[src/rtl/ula_pkg.sv]
// ula_pkg: shared definitions for the stack-datapath ALU.
//   OPCODE_W : width of the opcode field.
//   opcode_e : operation encodings. Values 10..15 are reserved and give 0.
package ula_pkg;

    localparam int OPCODE_W = 4;

    typedef enum logic [OPCODE_W-1:0] {
        OP_ADD  = 4'd0,
        OP_SUB  = 4'd1,
        OP_MUL  = 4'd2,
        OP_DIV  = 4'd3,
        OP_AND  = 4'd4,
        OP_NAND = 4'd5,
        OP_OR   = 4'd6,
        OP_XOR  = 4'd7,
        OP_CMP  = 4'd8,
        OP_NOT  = 4'd9
    } opcode_e;

endpackage

[src/rtl/ula_if.sv]
// ula_if: operand/opcode/result bundle between the stack control logic and the ALU.
//   operand_a, operand_b : unsigned top-of-stack operands
//   opcode               : operation select
//   out                  : registered result
// Modports: master = control side (drives operands), slave = ALU side.
interface ula_if
    import ula_pkg::*;
#(
    parameter int DATA_SIZE = 11
);
    logic [DATA_SIZE-1:0] operand_a;
    logic [DATA_SIZE-1:0] operand_b;
    logic [OPCODE_W-1:0]  opcode;
    logic [DATA_SIZE-1:0] out;

    modport master (output operand_a, output operand_b, output opcode, input out);
    modport slave  (input operand_a, input operand_b, input opcode, output out);
endinterface

[src/rtl/ula.sv]
// ula: arithmetic/logic unit of the stack datapath.
// Computes f(opcode, A, B) combinationally and registers it: one cycle latency,
// one operation accepted every cycle, no handshake.
//   clk   : system clock, rising edge
//   reset : synchronous active-high, clears the result register
//   bus   : ula_if.slave (operand_a, operand_b, opcode in; out registered result)
module ula
    import ula_pkg::*;
#(
    parameter int DATA_SIZE = 11
) (
    input  logic clk,
    input  logic reset,
    ula_if.slave bus
);

    logic [DATA_SIZE-1:0] next_result;
    logic                 a_true;
    logic                 b_true;

    // Logical opcodes treat any nonzero operand as true.
    assign a_true = (bus.operand_a != '0);
    assign b_true = (bus.operand_b != '0);

    always_comb begin
        next_result = '0;
        case (bus.opcode)
            OP_ADD:  next_result = bus.operand_a + bus.operand_b;
            OP_SUB:  next_result = bus.operand_a - bus.operand_b;
            // Product is truncated to DATA_SIZE bits by the assignment width.
            OP_MUL:  next_result = bus.operand_a * bus.operand_b;
            // Divide by zero saturates to all ones.
            OP_DIV:  next_result = (bus.operand_b == '0) ? '1 : bus.operand_a / bus.operand_b;
            OP_AND:  next_result = DATA_SIZE'(a_true && b_true);
            OP_NAND: next_result = DATA_SIZE'(!(a_true && b_true));
            OP_OR:   next_result = DATA_SIZE'(a_true || b_true);
            OP_XOR:  next_result = bus.operand_a ^ bus.operand_b;
            // Unsigned compare: greater -> 1, equal -> 0, less -> -1.
            OP_CMP: begin
                if (bus.operand_a > bus.operand_b)
                    next_result = DATA_SIZE'(1);
                else if (bus.operand_a == bus.operand_b)
                    next_result = '0;
                else
                    next_result = '1;
            end
            OP_NOT:  next_result = DATA_SIZE'(!a_true);
            default: next_result = '0;
        endcase
    end

    always_ff @(posedge clk) begin
        if (reset)
            bus.out <= '0;
        else
            bus.out <= next_result;
    end

endmodule

[src/flat_wrapper.sv]
// flat-port wrapper written by rule: the top's interface ports become plain ports
module ula_flat import ula_pkg::*;
#(
    parameter int DATA_SIZE = 11
)
  (clk, reset, bus_operand_a, bus_operand_b, bus_opcode, bus_out);
  ula_if #(.DATA_SIZE(DATA_SIZE)) bus_i ();
  input  logic clk;
  input  logic reset;
  input wire logic [$bits(bus_i.operand_a)-1:0] bus_operand_a;
  input wire logic [$bits(bus_i.operand_b)-1:0] bus_operand_b;
  input wire logic [$bits(bus_i.opcode)-1:0] bus_opcode;
  output wire logic [$bits(bus_i.out)-1:0] bus_out;
  assign bus_i.operand_a = bus_operand_a;
  assign bus_i.operand_b = bus_operand_b;
  assign bus_i.opcode = bus_opcode;
  assign bus_out = bus_i.out;
  ula #(.DATA_SIZE(DATA_SIZE)) u_core (.clk(clk), .reset(reset), .bus(bus_i));
endmodule
[config.mk]
export PLATFORM = sky130hd
export DESIGN_NAME = ula_flat
export DESIGN_NICKNAME = d
export VERILOG_FILES = /design/src/rtl/ula_pkg.sv /design/src/rtl/ula_if.sv /design/src/rtl/ula.sv /design/src/flat_wrapper.sv
export SDC_FILE = /design/constraint.sdc
export NUM_CORES = 1
export LEC_CHECK = 0
export ABC_AREA = 1
export BUFFER_PORTS_ARGS = -buffer_cell sky130_fd_sc_hd__buf_2
export CAP_MARGIN = 0
export CORE_UTILIZATION = 60
export CTS_BUF_LIST = sky130_fd_sc_hd__clkbuf_4
export DETAILED_ROUTE_END_ITERATION = 8
export PLACE_DENSITY = 0.79
export SLEW_MARGIN = 5
export SYNTH_ARGS = -nofsm -noshare
export SYNTH_HDL_FRONTEND = slang
export SYNTH_SLANG_ARGS = --single-unit
[constraint.sdc]
create_clock -name clk -period 19.5 [get_ports clk]
set_clock_uncertainty 0.1 [all_clocks]
set_input_delay 0 -clock clk [delete_from_list [all_inputs] [get_ports clk]]
set_output_delay 0 -clock clk [all_outputs]
set_load 0.03 [all_outputs]
# After elaboration in Yosys (flattened, before gate mapping)

Cells that the tools add are included.

Flip-flop bits (word level): 11
Output and inout port bits: 11

Add/sub/neg operators: 2
$mul: 1
Div/mod/pow operators: 1
$lt $le $gt $ge: 1
Equality and inequality tests: 10
Mux-type cells: 4
Bitwise gates (word level): 1
Reductions and logical operators: 8

Operators by type and width:

| cell               | count |
|---|---|
| $pmux 11 s10       | 1 |
| $mux 11            | 3 |
| $reduce_bool 11->1 | 2 |
| $eq 4x3->1 const B | 4 |
| $add 11x11->11     | 1 |
| $div 11x11->11     | 1 |
| $eq 11x11->1       | 1 |
| $gt 11x11->1       | 1 |
| $logic_not 11->1   | 1 |
| $mul 11x11->11     | 1 |
| $sub 11x11->11     | 1 |
| $xor 11x11->11     | 1 |
| $eq 4x2->1 const B | 2 |
| $eq 4x4->1 const B | 2 |
| $eq 4x1->1 const B | 1 |
| $logic_not 4->1    | 1 |
| $logic_not 1->1    | 2 |
| $logic_and 1x1->1  | 1 |
| $logic_or 1x1->1   | 1 |

# Logic depth before layout (Yosys ltp)

Gate-level depths: netlist (run 1).

Word-level depth: 4
Gate-level depth with buffers: 126
Depth with buffers taken out: 123

# Worst setup path after synthesis (run 1)

Ideal clock, no wire load.

Kind: in2reg
Start point: input bus_operand_b[0]
End point: register u_core.bus.out[0]
Arrival: 12.691 ns
Path slack: 6.588 ns
Stages: 121
Path buffers: 3
Cells stage by stage: clkbuf_1 > inv_1 > ha_1 > nor2_1 > nor2_1 > nand3_2 > nand2_1 > nand2_1 > ha_1 > o21ai_0 > nand2_1 > nand3_4 > nand2_1 > o21ai_2 > inv_1 > ha_1 > inv_1 > o21bai_1 > [... 85 more ...] > nor2_1 > a221oi_1 > and3_1 > clkbuf_1 > buf_2 > nand2_1 > o21ai_0 > ha_1 > a21oi_1 > nand2_1 > a21o_1 > a21oi_1 > o21a_1 > o21ai_0 > nand3_1 > nand3_1 > o21ai_0 > a21oi_1

Cells in the longest elaborated chain, start to end: 4
Elaborated cells between the ends (all ways): 16
Those cells by class: add/sub: 2; mul: 1; div: 1; order compare: 1; eq/ne: 1; mux: 4; bitwise: 1; reduce/logical: 5

Ends and longest elaborated chain:

| what                                                                   | line               | source |
|---|---|---|
| start: declaration                                                     | flat_wrapper.sv:11 | `input wire logic [$bits(bus_i.operand_b)-1:0] bus_operand_b;` |
| parallel branches: the longest is 3 deep, another holds $div 11x11->11 | --                 |  |
| $pmux 11 s10 *                                                         | ula.sv:27          | `case (bus.opcode)` |
| end signal: assignment                                                 | ula.sv:56          | `bus.out <= next_result;` |
| end: declaration                                                       | ula_if.sv:17       | `modport slave (input operand_a, input operand_b, input opcode, output out);` |

Mark *: on every way between the ends.
A chain may end at the register's enable or synchronous reset.

# Worst setup path in the final report (run 1)

Same ends and word-level chain as after synthesis.

==> results of run 1 <==
## per-stage QoR
stage	cell area [um2]	hold WS, ns
after floorplan	6940	-0.0309
after global placement	7190	0.189
after detailed placement	7190	0.203
after CTS	7230	0.212
after global routing	7230	0.226
final	7230	0.215
## metal layers
| metal | vias up | track usage (%) | routed length [um] |
|---|---|---|---|
| li1 | 3438 | - | - |
| met1 | 3003 | 45.1 | 8530 |
| met3 | 43 | 3.20 | 1690 |
| met2 | 296 | 53.5 | 8020 |
| met4 | 0 | 9.81 | 441 |
| met5 | - | 0 | 0 |
## cells in the mapped netlist, types with 3 or more instances
library cell    n
nand2_1       224
inv_1         201
ha_1          118
nand3_1        56
nor2_1         52
a21oi_1        48
o21ai_0        47
fa_1           32
nand2_2        31
xor2_1         28
nand3_2        22
or2_2          20
clkbuf_1       17
dfxtp_1        11
inv_2          11
o21ai_1        11
and2_1         10
buf_2          10
nand2_4        10
o21ai_2        10
xnor2_1        10
nor3_1          9
a31oi_1         7
nand4_1         7
nor4_1          5
o21bai_1        5
nor2_2          4
o2111ai_1       4
o211ai_1        4
a221oi_1        3
nor3_2          3
or2_1           3
## worst paths after layout
kind,start,endpoint,slack [ns],depth (start not counted)
setup / recovery,bus_operand_b[0],u_core.bus.out[0]$_SDFF_PP0_,5.03,110
hold / removal,bus_opcode[1],u_core.bus.out[0]$_SDFF_PP0_,0.21,6
## cells by family (layout without fill, tap and decap cells)
| group | count (synthesis) | in the layout | synth area share (%) |
|---|---|---|---|
| buf+inv | 244 | 259 | 13.5 |
| xor+xnor | 38 | 38 | 4.79 |
| flops | 11 | 11 | 3.17 |
| simple gates | 467 | 467 | 34.1 |
| fa+ha+maj | 150 | 150 | 30.5 |
| compound gates | 158 | 158 | 13.9 |
## what timing repair did
item	CTS	global route
hold buffers	1	0
buffers inserted	0	0
hold endpoints to repair	6	0
## layout make-up
| type | instances | area (um2) |
|---|---|---|
| Sequential cell | 11 | 220 |
| Inverter | 216 | 821 |
| Timing Repair Buffer | 39 | 200 |
| Clock buffer | 4 | 30.0 |
| Fill cell | 1049 | 3850 |
| Multi-Input combinational cell | 813 | 5790 |
| Tap cell | 140 | 175 |
## critical path, delay by kind of cell
family	cells	cell delay, ns
compound gates	21	2.83
fa+ha+maj	11	3.32
buf+inv	12	1.82
simple gates	66	6.47
## where the power goes
group / leakage [nW] / internal [W] / switching, W
Clock: 0.0184 / 0.00000929 / 0.00000699
Sequential: 0.0898 / 0.0000244 / 0.000000358
Combinational: 4.08 / 0.000116 / 0.000183
==> out/metrics.csv, run 1 <==
stage,metric,value,unit
outcome,status,completed,
synthesis,biggest area consumer among synthesized cells,ha_1,
finish,final core occ,65.3,%
global_routing,first-pass GRT wire length,30800,um
timing,minimum clock period,14.47,ns
timing,Final Hold Fails,0,
timing,f_max,69.1,MHz
floorplan,Die Span Y,110,um
timing,TNS Setup,0,ns
synthesis,share of async-settable or async-resettable flops after synthesis,0,%
route,Initial DRC Count,599,
timing,Final Setup Violations,0,
placed_design,placed cells,1218,
global_routing,gr ovfl total,0,
synthesis,"EDFF count, synth",0,
synthesis,Unique masters post-synth,58,
worst_setup_path,Slowest cell on crit path,and3_1,
worst_setup_path,CP Data Arrival Time,14.52,ns
synthesis,Seq cells post-synth,11,
placed_design,final weighted congestion in routability-driven placement,0.990,
clock_network,CTS Buf Count,3,
floorplan,Std-Cell Rows,38,
finish,largest registers,u_core.bus.out (11),
route,Wirelength per Cell,15.3,um
finish,max reg flops,11,
pwr,Pleak,4.19,nW
global_routing,initial antenna violation count,0,
worst_setup_path,worst-path fanout max,15,
worst_setup_path,critical path required time,19.55,ns
synthesis,Mapped Area,0.00694,mm2
worst_setup_path,CP max stage delay,0.48,ns
route,WL final,18700,um
synthesis,mean area per synthesized cell,6.50,um2
min_path,HP Class,primary input to flop,
pwr,Pwr Density,47.0,mW/mm2
clock_network,post-CTS sizing,0,
floorplan,Die Width,110,um
worst_setup_path,kind of critical path,primary input to flop,
placed_design,pre-CTS setup slack,4.90,ns
timing,fin worst setup slack,5.03,ns
route,Antenna Nets Post-Route,0,
synthesis,post-synth top area share,21.3,%
finish,share of layout cells above drive strength 1,15.5,%
route,DR pass1 iterations,5,
floorplan,DIE AREA,0.0120,mm2
clock_network,Root Buffer,clkbuf_4,
finish,final net count,1262,
finish,P&R area growth vs syn,4.14,%
synthesis,synth top area cells,"ha_1 (21%), nand2_1 (12%), inv_1 (11%)",
global_routing,GRT Total Usage,32.7,%
synthesis,top_reg_cell synth,dfxtp_1,
finish,Reg with most FFs,u_core.bus.out,
route,number of remaining DRC errors,0,
finish,"most common cell after layout, fill and taps aside",nand2_1,
floorplan,core box area,0.0111,mm2
placed_design,HPWL Detailed,15100,um
global_routing,vias in the first global route,6433,
synthesis,Syn Nets,1246,
timing,fin crit share,74.2,%
job,maxcap violations,0,
clock_network,CTS tree,done,
global_routing,pin count of the biggest net entering global routing,18,
pwr,Worst VDD drop,50.3,uV
pwr,Power Total,0.000340,W
finish,Layout Cells excl Fill,1223,
timing,relative slew slack,42.2,%
worst_setup_path,Setup crit end kind,flop,
clock_network,"Reg clk slew, reported paths",0.06,ns
timing,fin. max-slew vios,0,
clock_network,Sinks on Clock Net,11,
synthesis,Mapped Cells,1068,
finish,Ant. Diodes,0,
clock_network,H-tree levels,1,
synthesis,"Seq/Total Area, Yosys",3.17,%
floorplan,IO Count,39,
worst_setup_path,crit-path most repeated cell,nand2_1,
clock_network,Clock Path Buffers,2,
placed_design,quantity of I/O buffers inserted on ports,38,
route,via count,6780,
worst_setup_path,startpoint class of the critical path,primary input,
timing,unrepaired setup endpoints after global routing,false,
timing,Slew @ Worst Pin,0.864,ns
synthesis,Ys Warns,0,
floorplan,Initial Util,62.7,%
finish,most frequent cells in the layout,"nand2_1 (224), inv_1 (201), ha_1 (118), nand3_1 (56), nor2_1 (52)",
route,Vias per Instance,5.54,
(Power assumes the default switching activity.)
==> inputs of run 2 (changes only) <==
==> constraint.sdc (replaced) <==
create_clock -name clk -period 14.2 [get_ports clk]
set_clock_uncertainty 0.1 [all_clocks]
set_input_delay 0 -clock clk [delete_from_list [all_inputs] [get_ports clk]]
set_output_delay 0 -clock clk [all_outputs]
set_load 0.03 [all_outputs]
==> run 2 against run 1 <==
Against the previous run: worst setup slack got worse by 3.9 ns; wire length is 2.6% higher; highest routed layer unchanged; first-iteration DRC count fell by 21%; via count up 0.99%; design area increased by 2.6%; largest power group unchanged; cell count is 0.98% higher.
==> out/metrics.csv, run 2 (synthesis results as in run 1) <==
stage,metric,value,unit,change
worst_setup_path,CP max stage delay,0.32,ns,was 0.48 ns
worst_setup_path,Slowest cell on crit path,ha_1,,was and3_1
worst_setup_path,worst-path fanout max,11,,was 15
floorplan,Die Width,110,um,unchanged
floorplan,Initial Util,62.7,%,unchanged
worst_setup_path,kind of critical path,primary input to flop,,unchanged
timing,Final Hold Fails,0,,unchanged
finish,Layout Cells excl Fill,1235,,was 1223
clock_network,CTS tree,done,,unchanged
finish,sequential cell area,220,um2,unchanged
global_routing,vias in the first global route,6553,,was 6433
route,DR pass1 iterations,6,,was 5
global_routing,pin count of the biggest net entering global routing,18,,unchanged
timing,fin crit share,92.0,%,
floorplan,core box area,0.0111,mm2,unchanged
clock_network,Clock Path Buffers,2,,unchanged
worst_setup_path,CP bufs+invs,12,,unchanged
finish,largest registers,u_core.bus.out (11),,unchanged
worst_setup_path,Critical Path Stages,111,,was 110
timing,f_max,76.6,MHz,
finish,final net count,1274,,was 1262
worst_setup_path,critical path required time,14.25,ns,was 19.55 ns
worst_setup_path,CP Data Arrival Time,13.11,ns,was 14.52 ns
timing,worst hold slack,0.202,ns,was 0.215 ns
min_path,Hold Path Depth,6,,unchanged
finish,final core occ,67.0,%,was 65.3%
route,number of remaining DRC errors,0,,unchanged
placed_design,final weighted congestion in routability-driven placement,0.991,,was 0.990
route,Initial DRC Count,475,,was 599
finish,Reg with most FFs,u_core.bus.out,,unchanged
route,Wirelength per Cell,15.5,um,was 15.3 um
finish,Fillers,1052,,was 1049
worst_setup_path,Setup crit end kind,flop,,unchanged
clock_network,Root Buffer,clkbuf_4,,unchanged
timing,Final Setup Violations,0,,unchanged
floorplan,DIE AREA,0.0120,mm2,unchanged
timing,relative slew slack,25.9,%,was 42.2%
floorplan,Std-Cell Rows,38,,unchanged
route,Antenna Nets Post-Route,0,,unchanged
outcome,status,completed,,unchanged
placed_design,quantity of I/O buffers inserted on ports,38,,unchanged
global_routing,first-pass GRT wire length,31500,um,was 30800 um
clock_network,CTS Buf Count,3,,unchanged
pwr,Pleak,4.26,nW,was 4.19 nW
worst_setup_path,crit-path most repeated cell,nand2_1,,unchanged
finish,max reg flops,11,,unchanged
timing,fin. max-slew vios,0,,unchanged
job,maxcap violations,0,,unchanged
finish,Multi-input gate area,0.00587,mm2,was 0.00579 mm2
route,Vias per Instance,5.54,,about the same
finish,Ant. Diodes,0,,unchanged
placed_design,HPWL Detailed,15500,um,was 15100 um
finish,P&R area growth vs syn,6.88,%,was 4.14%
pwr,Pwr Density,64.0,mW/mm2,was 47.0 mW/mm2
route,WL final,19200,um,was 18700 um
clock_network,"Reg clk slew, reported paths",0.06,ns,about the same
floorplan,IO Count,39,,unchanged
global_routing,initial antenna violation count,0,,unchanged
floorplan,Die Span Y,110,um,unchanged
placed_design,placed cells,1223,,was 1218
min_path,HP Class,primary input to flop,,unchanged
finish,share of layout cells above drive strength 1,18.3,%,was 15.5%
clock_network,Sinks on Clock Net,11,,unchanged
worst_setup_path,"CP delay by family, top",simple AND/OR/NAND/NOR gates,,unchanged
finish,final instance area,0.00742,mm2,was 0.00723 mm2
finish,"most common cell after layout, fill and taps aside",nand2_1,,unchanged
global_routing,GRT Total Usage,33.5,%,was 32.7%
clock_network,H-tree levels,1,,unchanged
route,via count,6847,,was 6780
finish,most frequent cells in the layout,"nand2_1 (218), inv_1 (200), ha_1 (117), nand3_1 (55), nor2_1 (50)",,"was nand2_1 (224), inv_1 (201), ha_1 (118), nand3_1 (56), nor2_1 (52)"
timing,Slew @ Worst Pin,1.11,ns,was 0.864 ns
worst_setup_path,startpoint class of the critical path,primary input,,unchanged
placed_design,dpl cell area,0.00723,mm2,was 0.00719 mm2
timing,minimum clock period,13.06,ns,
pwr,Worst VDD drop,52.3,uV,was 50.3 uV
timing,TNS Setup,0,ns,unchanged
global_routing,gr ovfl total,0,,unchanged
[run 2: cell types whose count changed in the layout (fill, tap and decap cells not counted), moves of 3 or more]
cell,delta
buf_4,+12
o21ai_0,-4
o21ai_1,+3
nand2_1,-6
inv_4,+3
nand2_2,+5
inv_2,-3
[run 2: per-stage QoR]
stage                     total power, W  setup slack [ns]
after floorplan                 0.000354              1.29
after global placement          0.000432             0.779
after detailed placement        0.000438             0.282
after CTS                       0.000464             0.512
after global routing            0.000539           -0.0817
final                           0.000475              1.14
[run 2: area by class of cell]
type | count | area share [%]
Clock buffer | 4 | 0.405
Multi-Input combinational cell | 813 | 79.1
Inverter | 216 | 11.2
Timing Repair Buffer | 51 | 3.91
Sequential cell | 11 | 2.97
Tap cell | 140 | 2.36
[run 2: power breakdown]
group / internal [W] / total (W) / switching [W]
sequential: 0.0000335 / 0.0000340 / 0.000000486
combinational: 0.000165 / 0.000419 / 0.000254
clock: 0.0000128 / 0.0000225 / 0.00000977
total: 0.000211 / 0.000475 / 0.000264
[run 2: repair_timing]
item,4_1_cts,5_1_grt
hold buffers,1,0
setup endpoints to repair,0,1
setup buffers,0,7
resized for setup,0,30
endpoints found under the hold margin,6,0
[run 2: worst paths after layout]
path                      endpoint              from  slack, ns
max   u_core.bus.out[0]$_SDFF_PP0_  bus_operand_b[6]       1.14
min   u_core.bus.out[0]$_SDFF_PP0_     bus_opcode[1]       0.20
[run 2: routing by layer]
layer	wire length (um)	track usage, %
met1	8670	46.4
met2	8280	54.0
met3	1520	3.02
met4	698	12.6
met5	0	0
==> inputs of run 3 (changes only) <==
==> constraint.sdc (replaced) <==
create_clock -name clk -period 13.1 [get_ports clk]
set_clock_uncertainty 0.1 [all_clocks]
set_input_delay 0 -clock clk [delete_from_list [all_inputs] [get_ports clk]]
set_output_delay 0 -clock clk [all_outputs]
set_load 0.03 [all_outputs]
==> run 3 against run 2 <==
Against the previous run: design area rose by 12%; count of clock-buffer cells in the layout did not move; core utilization rose by 7.9 points; worst setup slack got worse by 0.94 ns; sequential power rose by 8.5%; first-iteration DRC count rose by 35%; wire length rose by 15%; worst hold slack got worse by 0.0069 ns; largest cell class unchanged.
==> out/metrics.csv, run 3 (synthesis results as in run 1) <==
stage,metric,value,unit,change
worst_setup_path,startpoint class of the critical path,primary input,,unchanged
route,Wirelength per Cell,17.2,um,was 15.5 um
clock_network,"Reg clk slew, reported paths",0.06,ns,about the same
floorplan,IO Count,39,,unchanged
clock_network,Root Buffer,clkbuf_4,,unchanged
clock_network,Sinks on Clock Net,11,,unchanged
placed_design,final weighted congestion in routability-driven placement,0.936,,was 0.991
global_routing,vias in the first global route,6620,,was 6553
global_routing,GRT Total Usage,33.8,%,was 33.5%
worst_setup_path,kind of critical path,primary input to flop,,unchanged
finish,Fillers,861,,was 1052
min_path,HP Class,primary input to flop,,unchanged
finish,sequential cell area,220,um2,unchanged
finish,P&R area growth vs syn,19.5,%,was 6.88%
route,DR pass1 iterations,5,,was 6
finish,Reg with most FFs,u_core.bus.out,,unchanged
route,Antenna Nets Post-Route,0,,unchanged
pwr,Power Total,0.000580,W,was 0.000475 W
finish,Ant. Diodes,0,,unchanged
floorplan,core box area,0.0111,mm2,unchanged
route,Initial DRC Count,639,,was 475
global_routing,pin count of the biggest net entering global routing,18,,unchanged
finish,final net count,1327,,was 1274
pwr,Pint,0.000260,W,was 0.000211 W
route,WL final,22100,um,was 19200 um
timing,relative slew slack,28.6,%,was 25.9%
global_routing,initial antenna violation count,1,,was 0
finish,final instance area,0.00830,mm2,was 0.00742 mm2
pwr,NetSw,0.000320,W,was 0.000264 W
finish,share of layout cells above drive strength 1,27.8,%,was 18.3%
finish,Layout Cells excl Fill,1288,,was 1235
global_routing,met1 Use GR,44.5,%,was 46.4%
timing,Slew @ Worst Pin,1.07,ns,was 1.11 ns
floorplan,Die Width,110,um,unchanged
worst_setup_path,crit-path most repeated cell,nand2_2,,was nand2_1
placed_design,quantity of I/O buffers inserted on ports,38,,unchanged
worst_setup_path,Slowest cell on crit path,ha_1,,unchanged
worst_setup_path,CP max stage delay,0.31,ns,was 0.32 ns
placed_design,pre-CTS setup slack,-0.415,ns,was 0.282 ns
timing,Final Hold Fails,0,,unchanged
pwr,Worst VDD drop,66.1,uV,was 52.3 uV
clock_network,CTS Buf Count,3,,unchanged
global_routing,met2 Use GR,56.1,%,was 54.0%
global_routing,gr ovfl total,0,,unchanged
route,via count,7470,,was 6847
floorplan,Initial Util,62.7,%,unchanged
floorplan,Die Span Y,110,um,unchanged
job,maxcap violations,0,,unchanged
clock_network,Clock Path Buffers,2,,unchanged
route,number of remaining DRC errors,0,,unchanged
finish,most frequent cells in the layout,"inv_1 (194), nand2_1 (190), ha_1 (101), buf_4 (63), nand2_2 (57)",,"was nand2_1 (218), inv_1 (200), ha_1 (117), nand3_1 (55), nor2_1 (50)"
timing,fin worst setup slack,0.205,ns,was 1.14 ns
finish,largest registers,u_core.bus.out (11),,unchanged
pwr,Pwr Density,69.9,mW/mm2,was 64.0 mW/mm2
timing,worst hold slack,0.195,ns,was 0.202 ns
outcome,status,completed,,unchanged
floorplan,Std-Cell Rows,38,,unchanged
global_routing,gr busiest metal,met2,,unchanged
pwr,register share of total power,6.4,%,was 7.2%
timing,fin. max-slew vios,0,,unchanged
placed_design,placed cells,1239,,was 1223
pwr,Logic pwr share,89.6,%,was 88.1%
pwr,switching share of total power,55.1,%,was 55.6%
clock_network,H-tree levels,1,,unchanged
timing,fin crit share,98.4,%,
worst_setup_path,Setup crit end kind,flop,,unchanged
worst_setup_path,critical path required time,13.14,ns,was 14.25 ns
global_routing,first-pass GRT wire length,31700,um,was 31500 um
finish,"most common cell after layout, fill and taps aside",inv_1,,was nand2_1
placed_design,HPWL Detailed,15800,um,was 15500 um
clock_network,CTS tree,done,,unchanged
pwr,Pleak,4.58,nW,was 4.26 nW
timing,minimum clock period,12.90,ns,
route,Vias per Instance,5.80,,was 5.54
timing,f_max,77.5,MHz,
pwr,clock power share,4.1,%,was 4.7%
timing,Final Setup Violations,0,,unchanged
finish,Multi-input gate area,0.00632,mm2,was 0.00587 mm2
worst_setup_path,CP Data Arrival Time,12.94,ns,was 13.11 ns
finish,max reg flops,11,,unchanged
worst_setup_path,worst-path fanout max,6,,was 11
global_routing,met3 layer usage reported by global route,4.33,%,was 3.02%
placed_design,dpl cell area,0.00735,mm2,was 0.00723 mm2
min_path,Hold Path Depth,6,,unchanged
floorplan,DIE AREA,0.0120,mm2,unchanged
## run 3: layer usage
| metal | vias up | share of wire [%] |
|---|---|---|
| li1 | 3578 | - |
| met4 | 0 | 4.0 |
| met3 | 80 | 9.7 |
| met1 | 3423 | 40 |
| met5 | - | 0 |
| met2 | 389 | 46 |
## run 3: timing repair
| item | 4_1_cts | 5_1_grt |
|---|---|---|
| setup endpoints to repair | 1 | 2 |
| hold endpoints to repair | 6 | 0 |
| resized for setup | 3 | 127 |
| setup buffers | 3 | 39 |
| hold buffers | 1 | 0 |
| pin swaps | 7 | 93 |
| cloned | 0 | 2 |
## run 3: power groups by stage
stage | logic, W | registers, W | clock network [W]
floorplan | 0.000340 | 0.0000439 | 0
global placement | 0.000433 | 0.0000376 | 0
detailed placement | 0.000446 | 0.0000376 | 0
CTS | 0.000451 | 0.0000369 | 0.0000248
global route | 0.000576 | 0.0000374 | 0.0000257
finish | 0.000520 | 0.0000369 | 0.0000237
## run 3: per-stage QoR
stage | setup TNS [ns] | utilization, %
2_1_floorplan | 0 | -
3_3_place_gp | 0 | 66.3
3_5_place_dp | -0.415 | 66.3
4_1_cts | 0 | 67.0
5_1_grt | -0.584 | 74.9
6_report | 0 | 74.9
## run 3: worst paths after layout
| check | startpoint | slack [ns] | end |
|---|---|---|---|
| setup / recovery | bus_operand_b[0] | 0.20 | u_core.bus.out[0]$_SDFF_PP0_ |
| hold / removal | bus_opcode[1] | 0.19 | u_core.bus.out[0]$_SDFF_PP0_ |
## run 3: layout make-up
cell class	count	share of cell area, %
clock buffer	4	0.362
sequential	11	2.65
tap	140	2.11
multi-input combinational	814	76.2
inverter	216	10.2
timing repair inverter	1	0.106
timing repair buffer	102	8.41
## run 3: worst max-delay path, delay by kind of cell
family	cells	cell delay [ns]
AOI/OAI and AO/OA	24	3.05
xor gates and xnor gates	1	0.19
adders and majority gates	11	2.91
buffers and inverters	11	0.88
and+or+nand+nor	73	5.85
